`src/rtl/alu_secuenciador.sv`:
```
// alu_secuenciador: operator-stepped sequencer for the lab ALU.
// One switch bank and one step button load operand A, operand B and the
// operation select. The ALU result and flags are then captured and held
// for display.
// Optional build macro ALU_SECUENCIADOR_ACUM_EN: leaving MUESTRA chains the
// held result into operand A and resumes at CARGA_B.
//
// Step semantics: every clean rising edge of boton yields one pulso. A pulso
// is consumed by the state it lands in (CARGA_A/B/OP, MUESTRA). EJECUTA and
// cancelar discard it. listo is high exactly while resultado/banderas hold a
// fresh result, i.e. while estado is MUESTRA.
module alu_secuenciador #(
    parameter int ANCHO     = 4,
    parameter int ANCHO_SEL = 3
) (
    input  logic                 clock,
    input  logic                 reset,
    input  logic [ANCHO-1:0]     dato_in,
    input  logic                 boton,
    input  logic                 cancelar,
    output logic [ANCHO-1:0]     op_a,
    output logic [ANCHO-1:0]     op_b,
    output logic [ANCHO_SEL-1:0] sel,
    input  logic [ANCHO-1:0]     alu_resultado,
    input  logic [3:0]           alu_banderas,
    output logic [ANCHO-1:0]     resultado,
    output logic [3:0]           banderas,
    output logic [2:0]           estado,
    output logic                 listo
);

    typedef enum logic [2:0] {
        CARGA_A  = 3'd0,
        CARGA_B  = 3'd1,
        CARGA_OP = 3'd2,
        EJECUTA  = 3'd3,
        MUESTRA  = 3'd4
    } estado_t;

    estado_t              est_q, est_d;
    logic                 s1, s2, s3;
    logic                 pulso;
    logic [ANCHO-1:0]     op_a_d, op_b_d, res_d;
    logic [ANCHO_SEL-1:0] sel_d;
    logic [3:0]           ban_d;
    logic                 listo_d;

    // Button synchronizer plus one extra flop for rising-edge detection.
    always_ff @(posedge clock or posedge reset) begin
        if (reset) begin
            s1 <= 1'b0;
            s2 <= 1'b0;
            s3 <= 1'b0;
        end else begin
            s1 <= boton;
            s2 <= s1;
            s3 <= s2;
        end
    end

    // A held button gives one pulse; release and re-press gives another.
    assign pulso  = s2 & ~s3;
    assign estado = est_q;

    // State and datapath registers; everything holds unless the FSM says otherwise.
    always_ff @(posedge clock or posedge reset) begin
        if (reset) begin
            est_q     <= CARGA_A;
            op_a      <= '0;
            op_b      <= '0;
            sel       <= '0;
            resultado <= '0;
            banderas  <= '0;
            listo     <= 1'b0;
        end else begin
            est_q     <= est_d;
            op_a      <= op_a_d;
            op_b      <= op_b_d;
            sel       <= sel_d;
            resultado <= res_d;
            banderas  <= ban_d;
            listo     <= listo_d;
        end
    end

    // Next-state and load decisions; cancelar overrides any coincident pulse.
    always_comb begin
        est_d   = est_q;
        op_a_d  = op_a;
        op_b_d  = op_b;
        sel_d   = sel;
        res_d   = resultado;
        ban_d   = banderas;
        listo_d = listo;
        if (cancelar) begin
            est_d   = CARGA_A;
            listo_d = 1'b0;
        end else begin
            case (est_q)
                CARGA_A: begin
                    if (pulso) begin
                        op_a_d = dato_in;
                        est_d  = CARGA_B;
                    end
                end
                CARGA_B: begin
                    if (pulso) begin
                        op_b_d = dato_in;
                        est_d  = CARGA_OP;
                    end
                end
                CARGA_OP: begin
                    if (pulso) begin
                        sel_d = dato_in[ANCHO_SEL-1:0];
                        est_d = EJECUTA;
                    end
                end
                EJECUTA: begin
                    // ALU inputs have been stable since the previous edge.
                    res_d   = alu_resultado;
                    ban_d   = alu_banderas;
                    listo_d = 1'b1;
                    est_d   = MUESTRA;
                end
                MUESTRA: begin
                    if (pulso) begin
                        listo_d = 1'b0;
`ifdef ALU_SECUENCIADOR_ACUM_EN
                        op_a_d  = resultado;
                        est_d   = CARGA_B;
`else
                        est_d   = CARGA_A;
`endif
                    end
                end
                default: begin
                    est_d   = CARGA_A;
                    listo_d = 1'b0;
                end
            endcase
        end
    end

endmodule

```
`config.mk`:
```
export PLATFORM = sky130hd
export DESIGN_NAME = alu_secuenciador
export DESIGN_NICKNAME = d
export VERILOG_FILES = /design/src/rtl/alu_secuenciador.sv
export SDC_FILE = /design/constraint.sdc
export NUM_CORES = 1
export LEC_CHECK = 0
export ABC_AREA = 1
export CAP_MARGIN = 10
export CELL_PAD_IN_SITES_DETAIL_PLACEMENT = 2
export CELL_PAD_IN_SITES_GLOBAL_PLACEMENT = 2
export CORE_MARGIN = 2
export CORE_UTILIZATION = 22
export DETAILED_ROUTE_END_ITERATION = 12
export GPL_ROUTABILITY_DRIVEN = 0
export PLACE_DENSITY = 0.72
export SETUP_SLACK_MARGIN = 0.4
export SLEW_MARGIN = 20
export SYNTH_ARGS = -nofsm -noshare
export SYNTH_HDL_FRONTEND = slang
export SYNTH_SLANG_ARGS = --single-unit
export TNS_END_PERCENT = 50
```
`constraint.sdc`:
```
create_clock -name clock -period 1.1 [get_ports clock]
set_input_delay 0.22 -clock clock [delete_from_list [all_inputs] [get_ports clock]]
set_output_delay 0.22 -clock clock [all_outputs]
set_load 0.01 [all_outputs]
```
=== After elaboration in Yosys (flattened, before gate mapping) ===
Index checks and enable logic that the tools add are counted.

* Flip-flop bits (word level): 26
* Input port bits: 16
* Output and inout port bits: 23
* Logic and storage cells: 39

* Eq/ne operators: 9
* Multiplexer cells: 9
* Bitwise operators: 3
* Reductions and logical operators: 8

{| class="wikitable"
|+ Operators with widths
! cell !! count
|-
| two-way mux 3 bit || 5
|-
| case mux 3 bit (5 select lines) || 1
|-
| inequality test 3 bit (second input constant) || 4
|-
| AND reduction 3 bit || 3
|-
| equality test 3 x 2 -> 1 bit (second input constant) || 2
|-
| AND reduction 2 bit || 2
|-
| AND reduction 4 bit || 1
|-
| equality test 3 x 1 -> 1 bit (second input constant) || 1
|-
| equality test 3 bit (second input constant) || 1
|-
| zero test 3 bit || 1
|-
| case mux 1 bit (3 select lines) || 1
|-
| OR reduction 3 bit || 1
|-
| two-way mux 1 bit || 2
|-
| inequality test 2 x 1 -> 1 bit (second input constant) || 1
|-
| NOT 1 bit || 2
|-
| bitwise AND 1 bit || 1
|}

=== Depth between registers and ports, before layout ===
Gate-level depths: netlist of the first run.

* Depth after elaboration: 5
* Depth in mapped cells: 7
* Depth with buffers taken out: 7

=== Least setup slack after synthesis of the first run ===
No wires, ideal clock.

* Path type: register -> register
* Start: register est_q[2], in the netlist estado[2]
* End: register banderas[0]
* Setup time: 117 ps
* Arrival time: 993 ps
* Data required time: 983 ps
* Slack: -10 ps
* Stages on the path, launching flop included: 6
* Buffers on the path: 1
* Clock period less this slack: 1110 ps
* Cell sequence: dfrtp_1 -> nor2_1 -> buf_2 -> nand2_4 -> nand2_1 -> nand2_1

* Cells in the longest elaborated chain, start to end: 2

{| class="wikitable"
|+ Ends and longest elaborated chain
! what !! RTL line !! source
|-
| start: declaration || 40 || <nowiki>estado_t est_q, est_d;</nowiki>
|-
| start signal: assignment || 76 || <nowiki>est_q <= est_d;</nowiki>
|-
| equality test 3 x 2 -> 1 bit || 99 || <nowiki>case (est_q)</nowiki>
|-
| AND reduction 2 bit (no source line) || - ||
|-
| end signal: assignment || 81 || <nowiki>banderas <= ban_d;</nowiki>
|-
| end: declaration || 27 || <nowiki>output logic [3:0] banderas,</nowiki>
|}

No other way between the ends.
A chain may end at the register's enable or synchronous reset.

=== Worst setup path in the final report of the first run ===
* Start: register est_q[1], in the netlist estado[1]
* End: register est_q[1], in the netlist estado[1]

* Cells in the longest elaborated chain, start to end: 3
* Elaborated cells between the ends (all ways): 12
* Those cells by class: eq/ne (8); mux (2); reduce/logical (2)

{| class="wikitable"
|+ Ends and longest elaborated chain
! what !! RTL line
|-
| equality test 3 bit, or another cell as far along || 99
|-
| case mux 3 bit (5 select lines) or inequality test 3 bit (tied branches) || -
|-
| two-way mux 3 bit or AND reduction 4 bit (tied branches) || -
|}

Several ways; a longest one is shown, not always the timed one.

==> results of run 1 <==
metal layers:
| layer | vias up | part of all wire [%] | track usage [%] |
|---|---|---|---|
| met4 | 0 | 1.2 | 2.38 |
| met5 | - | 0 | 0 |
| met2 | 33 | 58 | 29.4 |
| met1 | 568 | 36 | 15.4 |
| met3 | 4 | 5.4 | 2.98 |
| li1 | 536 | - | - |
area by class of cell:
type / count / area (sq um)
clock inverters: 1 / 30.0
inverters: 12 / 56.3
repair buffers: 65 / 539
fillers: 548 / 2820
multi-input cells: 91 / 533
well taps: 67 / 83.8
clock buffers: 3 / 41.3
flip-flops and latches: 26 / 654
state kept, by name, summed over array words and instances (netlist names):
| signal | flops |
|---|---|
| listo | 1 |
| s3 | 1 |
| s2 | 1 |
| banderas | 4 |
| sel | 3 |
| s1 | 1 |
| estado | 3 |
| op_a | 4 |
| op_b | 4 |
| resultado | 4 |
repair_timing:
action                     in CTS  in global routing
setup buffers                  12                  3
setup endpoints to repair      46                 46
gates cloned                    0                  1
resized for setup             102                 41
pin swaps                       3                  9
hold buffers                    0                  0
worst max-delay path by stage:
stage | from | end | cells past startpoint
2_1_floorplan | estado[2] | op_a[0] | 6
3_3_place_gp | cancelar | op_b[3] | 7
3_5_place_dp | cancelar | op_b[2] | 7
4_1_cts | estado[1] | estado[1] | 5
5_1_grt | estado[2] | op_a[3] | 7
6_report | estado[1] | estado[1] | 5
cell families (layout without fill, tap and decap cells):
logic type / Yosys count / after routing / synth area share, %
buffers and inverters: 13 / 81 / 4.59
AO/OA/AOI/OAI: 3 / 3 / 1.38
AND/OR/NAND/NOR: 87 / 88 / 34.3
flip-flops: 26 / 26 / 59.7
worst register-to-register path, delay by kind of cell, from the launching register on:
family	cells	cell delay (ps)
simple gates	3	320
compound gates	1	200
flops	1	430
buf+inv	1	140
layout by cell type (no fill, tap or decap), drive strengths merged:
cell / synthesis / layout
nand3: 15 / 15
inv: 12 / 11
dlymetal6s2s: 0 / 1
nor2: 12 / 12
clkbuf: 0 / 3
nor3: 1 / 1
bufinv: 0 / 1
buf: 1 / 50
clkdlybuf4s50: 0 / 14
clkinvlp: 0 / 1
nand2: 59 / 60
dfrtp: 26 / 26
o21ai: 3 / 3
through the flow:
stage	utilization, %	hold slack (ps)
after floorplan	-	110
after global placement	35.3	335
after detailed placement	35.3	340
after CTS	36.9	303
after global routing	40.8	310
final	40.8	300
power breakdown:
group,internal [W],total (W),switching [W]
Clock,0.000487,0.000813,0.000326
Combinational,0.000931,0.00182,0.000888
Sequential,0.00131,0.00152,0.000210
Total,0.00273,0.00416,0.00142
==> results.toml, run 1 <==
[logic_synthesis]
syn_area_sq_um = 1090
yosysWarnings = 0
synth_edf_count = 0
synthFlopType = "dfrtp_1"
ys_seq_area_share_pct = 59.7
synth_area_leader_cell = "dfrtp_1"
synth_most_common_cell = "nand2_1"
synth_fp_nets = 145
ys_types = 13
synthArstFlopShare_pct = 100
synthCells = 129
yosysTopAreaCellShare_pct = 59.7
synth_seq_cells = 26
ys_top_cells_by_area = "dfrtp_1 60%, nand2_1 19%, nand3_1 6.9%"
synthTopCellsByCount = "56 x nand2_1, 26 x dfrtp_1, 15 x nand3_1"
syn_avg_cell_area_sq_um = 8.45

[outcome]
status = "finished with violations"
failed_checks = "setup timing"

[drt]
drt_iter0_markers = 13
post_drt_via_cell_ratio = 4.31
ant_nets = 0
drt-pass1-iter-count = 2
wl_per_cell_um = 14.3
wl_um = 3790
dr_total_vias = 1141
drc = 0

[timing]
hold_violations = 0
rsz0062_at_grt = "true"
slew_violations = 0
finalCritPeriodShare_pct = 110
max_freq_mhz = 826
setup_viol = 17
worst_pin_slew_ps = 284
fin_skew_ps = 4.26
setup_ws_ps = -111
setup_tns_ps = -1120
period_minus_slack_ps = 1210
maxSlewHeadroom_pct = 81.0

[global_route]
grt_pass1_wl_um = 6150
antenna_found_initial = 0
grt_max_degree = 27
grt_overflow_total = 0
grt_usage_pct = 14.5
first_global_vias = 1302

[pwr]
leakagePower_nw = 1.02
p_total_w = 0.00416
ir_drop_mv = 0.725
pwr_density_cell_nw_per_um2 = 2140

[worst_setup_path]
r2r_end = "estado[1]"
crit_path_max_fanout = 3
endpoint_kind = "flip-flop"
worst-path-buf-inv = 1
crit_type = "flip-flop to flip-flop"
slowest_delay_ps = 430
path_cells = "buf_6 -> nand2_4 -> nand3_2 -> o21ai_1 -> nand2_1"
cp_top_family = "flip-flops"
reg2reg_setup_slack_ps = -110
setup.worst_path.start_class = "flip-flop"
r2r-start = "estado[1]"
cp_slowest_cell = "dfrtp_2"
arrival_ps = 1360
crit_required_ps = 1250
rr_worst_depth = 5

[final_layout]
diodes = 0
area_growth_pct = 77.8
layout.cells.non_filler = 265
drive_gt1_share_pct = 48.0
final_cell_area_sq_um = 1940
fin_nets = 215

[placed_design]
dpl_worst_slack_ps = -374
placed_area_sq_um = 1680
dp.cells = 245
port_buffers = 38
place_hpwl_um = 2630

[worst_hold_path]
hp-class = "input pin to async pin"

[die]
fp.dieW_um = 74.4
core_area_sq_um = 4750
initial_core_util_pct = 22.9
die-area_sq_um = 5530
num_rows = 25
ios = 39
die_h_um = 74.4

[clock_tree]
clk_pin_slew_ps = 100
cts_buffer_depth = 2
cts_tree = "built"
cts_max_level = 1
cts_buffers = 3
clk-insertion-delay-late_ps = 270
clockRootBuffer = "clkbuf_8"
clock_sinks = 26

[job]
maxCapViolCount = 0
Note: power is estimated with default switching activity, not from simulation.
==> run 2, diff against run 1 <==
--- a/config.mk
+++ b/config.mk
@@ -14,6 +14,7 @@
 export DETAILED_ROUTE_END_ITERATION = 12
 export GPL_ROUTABILITY_DRIVEN = 0
 export PLACE_DENSITY = 0.72
+export RECOVER_POWER = 100
 export SETUP_SLACK_MARGIN = 0.4
 export SLEW_MARGIN = 20
 export SYNTH_ARGS = -nofsm -noshare
==> results.toml, run 2 (same netlist as run 1, synthesis figures left out) <==
[outcome]
status = "finished with violations"
failed_checks = "setup timing"

[die]
fp.dieW_um = 74.4
die-area_sq_um = 5530
core_area_sq_um = 4750
die_h_um = 74.4
num_rows = 25
initial_core_util_pct = 22.9
ios = 39

[drt]
drt-pass1-iter-count = 2
dr_total_vias = 1147
drc = 0
drt_iter0_markers = 27
wl_per_cell_um = 14.4
wl_um = 3820
ant_nets = 0
wl_met3_um = 211
topRoutingLayerUsed = "met4"
dr_wl_met2_um = 2190
post_drt_via_cell_ratio = 4.33
wl_met1_um = 1360

[worst_setup_path]
r2r-start = "estado[1]"
crit_required_ps = 1250
slowest_delay_ps = 430
cp_top_family = "flip-flops"
path_cells = "buf_6 -> nand2_4 -> nand3_2 -> o21ai_1 -> nand2_1"
crit_type = "flip-flop to flip-flop"
endpoint_kind = "flip-flop"
cp_slowest_cell = "dfrtp_2"
arrival_ps = 1350
crit_path_max_fanout = 3
worst-path-buf-inv = 1
crit_start = "estado[1]"
setup.worst_path.start_class = "flip-flop"

[pwr]
pwr_density_cell_nw_per_um2 = 2160
leakagePower_nw = 0.999
p_total_w = 0.00410
ir_drop_mv = 0.727

[global_route]
grt_pass1_wl_um = 6150
first_global_vias = 1302
grt_overflow_total = 0
antenna_found_initial = 0
grt_max_degree = 27
grt_usage_pct = 14.5

[worst_hold_path]
hold_start = "s1"
hp-class = "flip-flop to flip-flop"

[timing]
hold_violations = 0
finalCritPeriodShare_pct = 109
fin_skew_ps = 3.58
setup_ws_ps = -95.4
setup_tns_ps = -1100
setup_viol = 17
slew_violations = 0
period_minus_slack_ps = 1200
rsz0062_at_grt = "true"
maxSlewHeadroom_pct = 53.3
worst_pin_slew_ps = 700
max_freq_mhz = 837

[placed_design]
place_hpwl_um = 2630
dpl_worst_slack_ps = -374
placed_area_sq_um = 1680
port_buffers = 38

[clock_tree]
cts_tree = "built"
cts_buffers = 3
clk_pin_slew_ps = 100
clock_sinks = 26
cts_buffer_depth = 2
hold_buffers = 0
clockRootBuffer = "clkbuf_8"
cts_max_level = 1
clk-insertion-delay-late_ps = 280

[final_layout]
diodes = 0
final_cell_mix = "45 x nand2_1, 23 x dfrtp_1, 20 x buf_4"
fin_nets = 215
final_common_cell = "nand2_1"
area_growth_pct = 74.4
final_cell_area_sq_um = 1900
drive_gt1_share_pct = 46.5

[job]
maxCapViolCount = 0
==> run 2: routing by layer <==
| metal | up-vias | global-route usage [%] |
|---|---|---|
| met5 | - | 0 |
| met4 | 0 | 2.38 |
| met3 | 4 | 2.98 |
| met2 | 37 | 29.4 |
| met1 | 571 | 15.4 |
| li1 | 535 | - |
==> run 2: repair_timing <==
action,in CTS,in global routing
setup endpoints to repair,46,46
endpoints found under the hold margin,0,0
pin swaps,3,9
gates resized for setup,102,41
setup buffers,12,3
gates cloned,0,1
==> run 2: stage by stage <==
stage	instances	hold WS, ps	utilization (%)
after floorplan	129	110	-
after global placement	245	335	35.3
after detailed placement	245	340	35.3
after CTS	261	303	36.9
after global routing	265	370	40.0
final	265	359	40.0
==> run 2: power by group <==
part / switching [W] / total [W] / internal, W
combinational: 0.000888 / 0.00175 / 0.000862
clock: 0.000333 / 0.000820 / 0.000488
sequential: 0.000212 / 0.00153 / 0.00131
total: 0.00143 / 0.00410 / 0.00266
==> run 2: final timing paths <==
check | slack [ps] | cells after the start | end
setup / recovery | -100 | 5 | estado[1]
hold / removal | 360 | 0 | s2
setup reg to reg | -100 | 5 | estado[1]
hold reg to reg | 360 | 0 | s2
max in group asynchronous | 120 | 3 | estado[0]
min in group asynchronous | 490 | 3 | s3
==> run 2: area by class of cell <==
cell class	count	area, sq um
clock buffer	3	41.3
clock inverter	1	30.0
fill	553	2850
inverter	12	56.3
multi-input combinational	91	533
sequential	26	654
tap	67	83.8
timing repair buffer	65	502
==> run 3, diff against run 2 <==
--- a/config.mk
+++ b/config.mk
@@ -11,6 +11,7 @@
 export CELL_PAD_IN_SITES_GLOBAL_PLACEMENT = 2
 export CORE_MARGIN = 2
 export CORE_UTILIZATION = 22
+export CTS_CLUSTER_SIZE = 8
 export DETAILED_ROUTE_END_ITERATION = 12
 export GPL_ROUTABILITY_DRIVEN = 0
 export PLACE_DENSITY = 0.72
==> results of run 3 <==
Same layout as run 2: the final DEF is identical, and so are final timing and power.
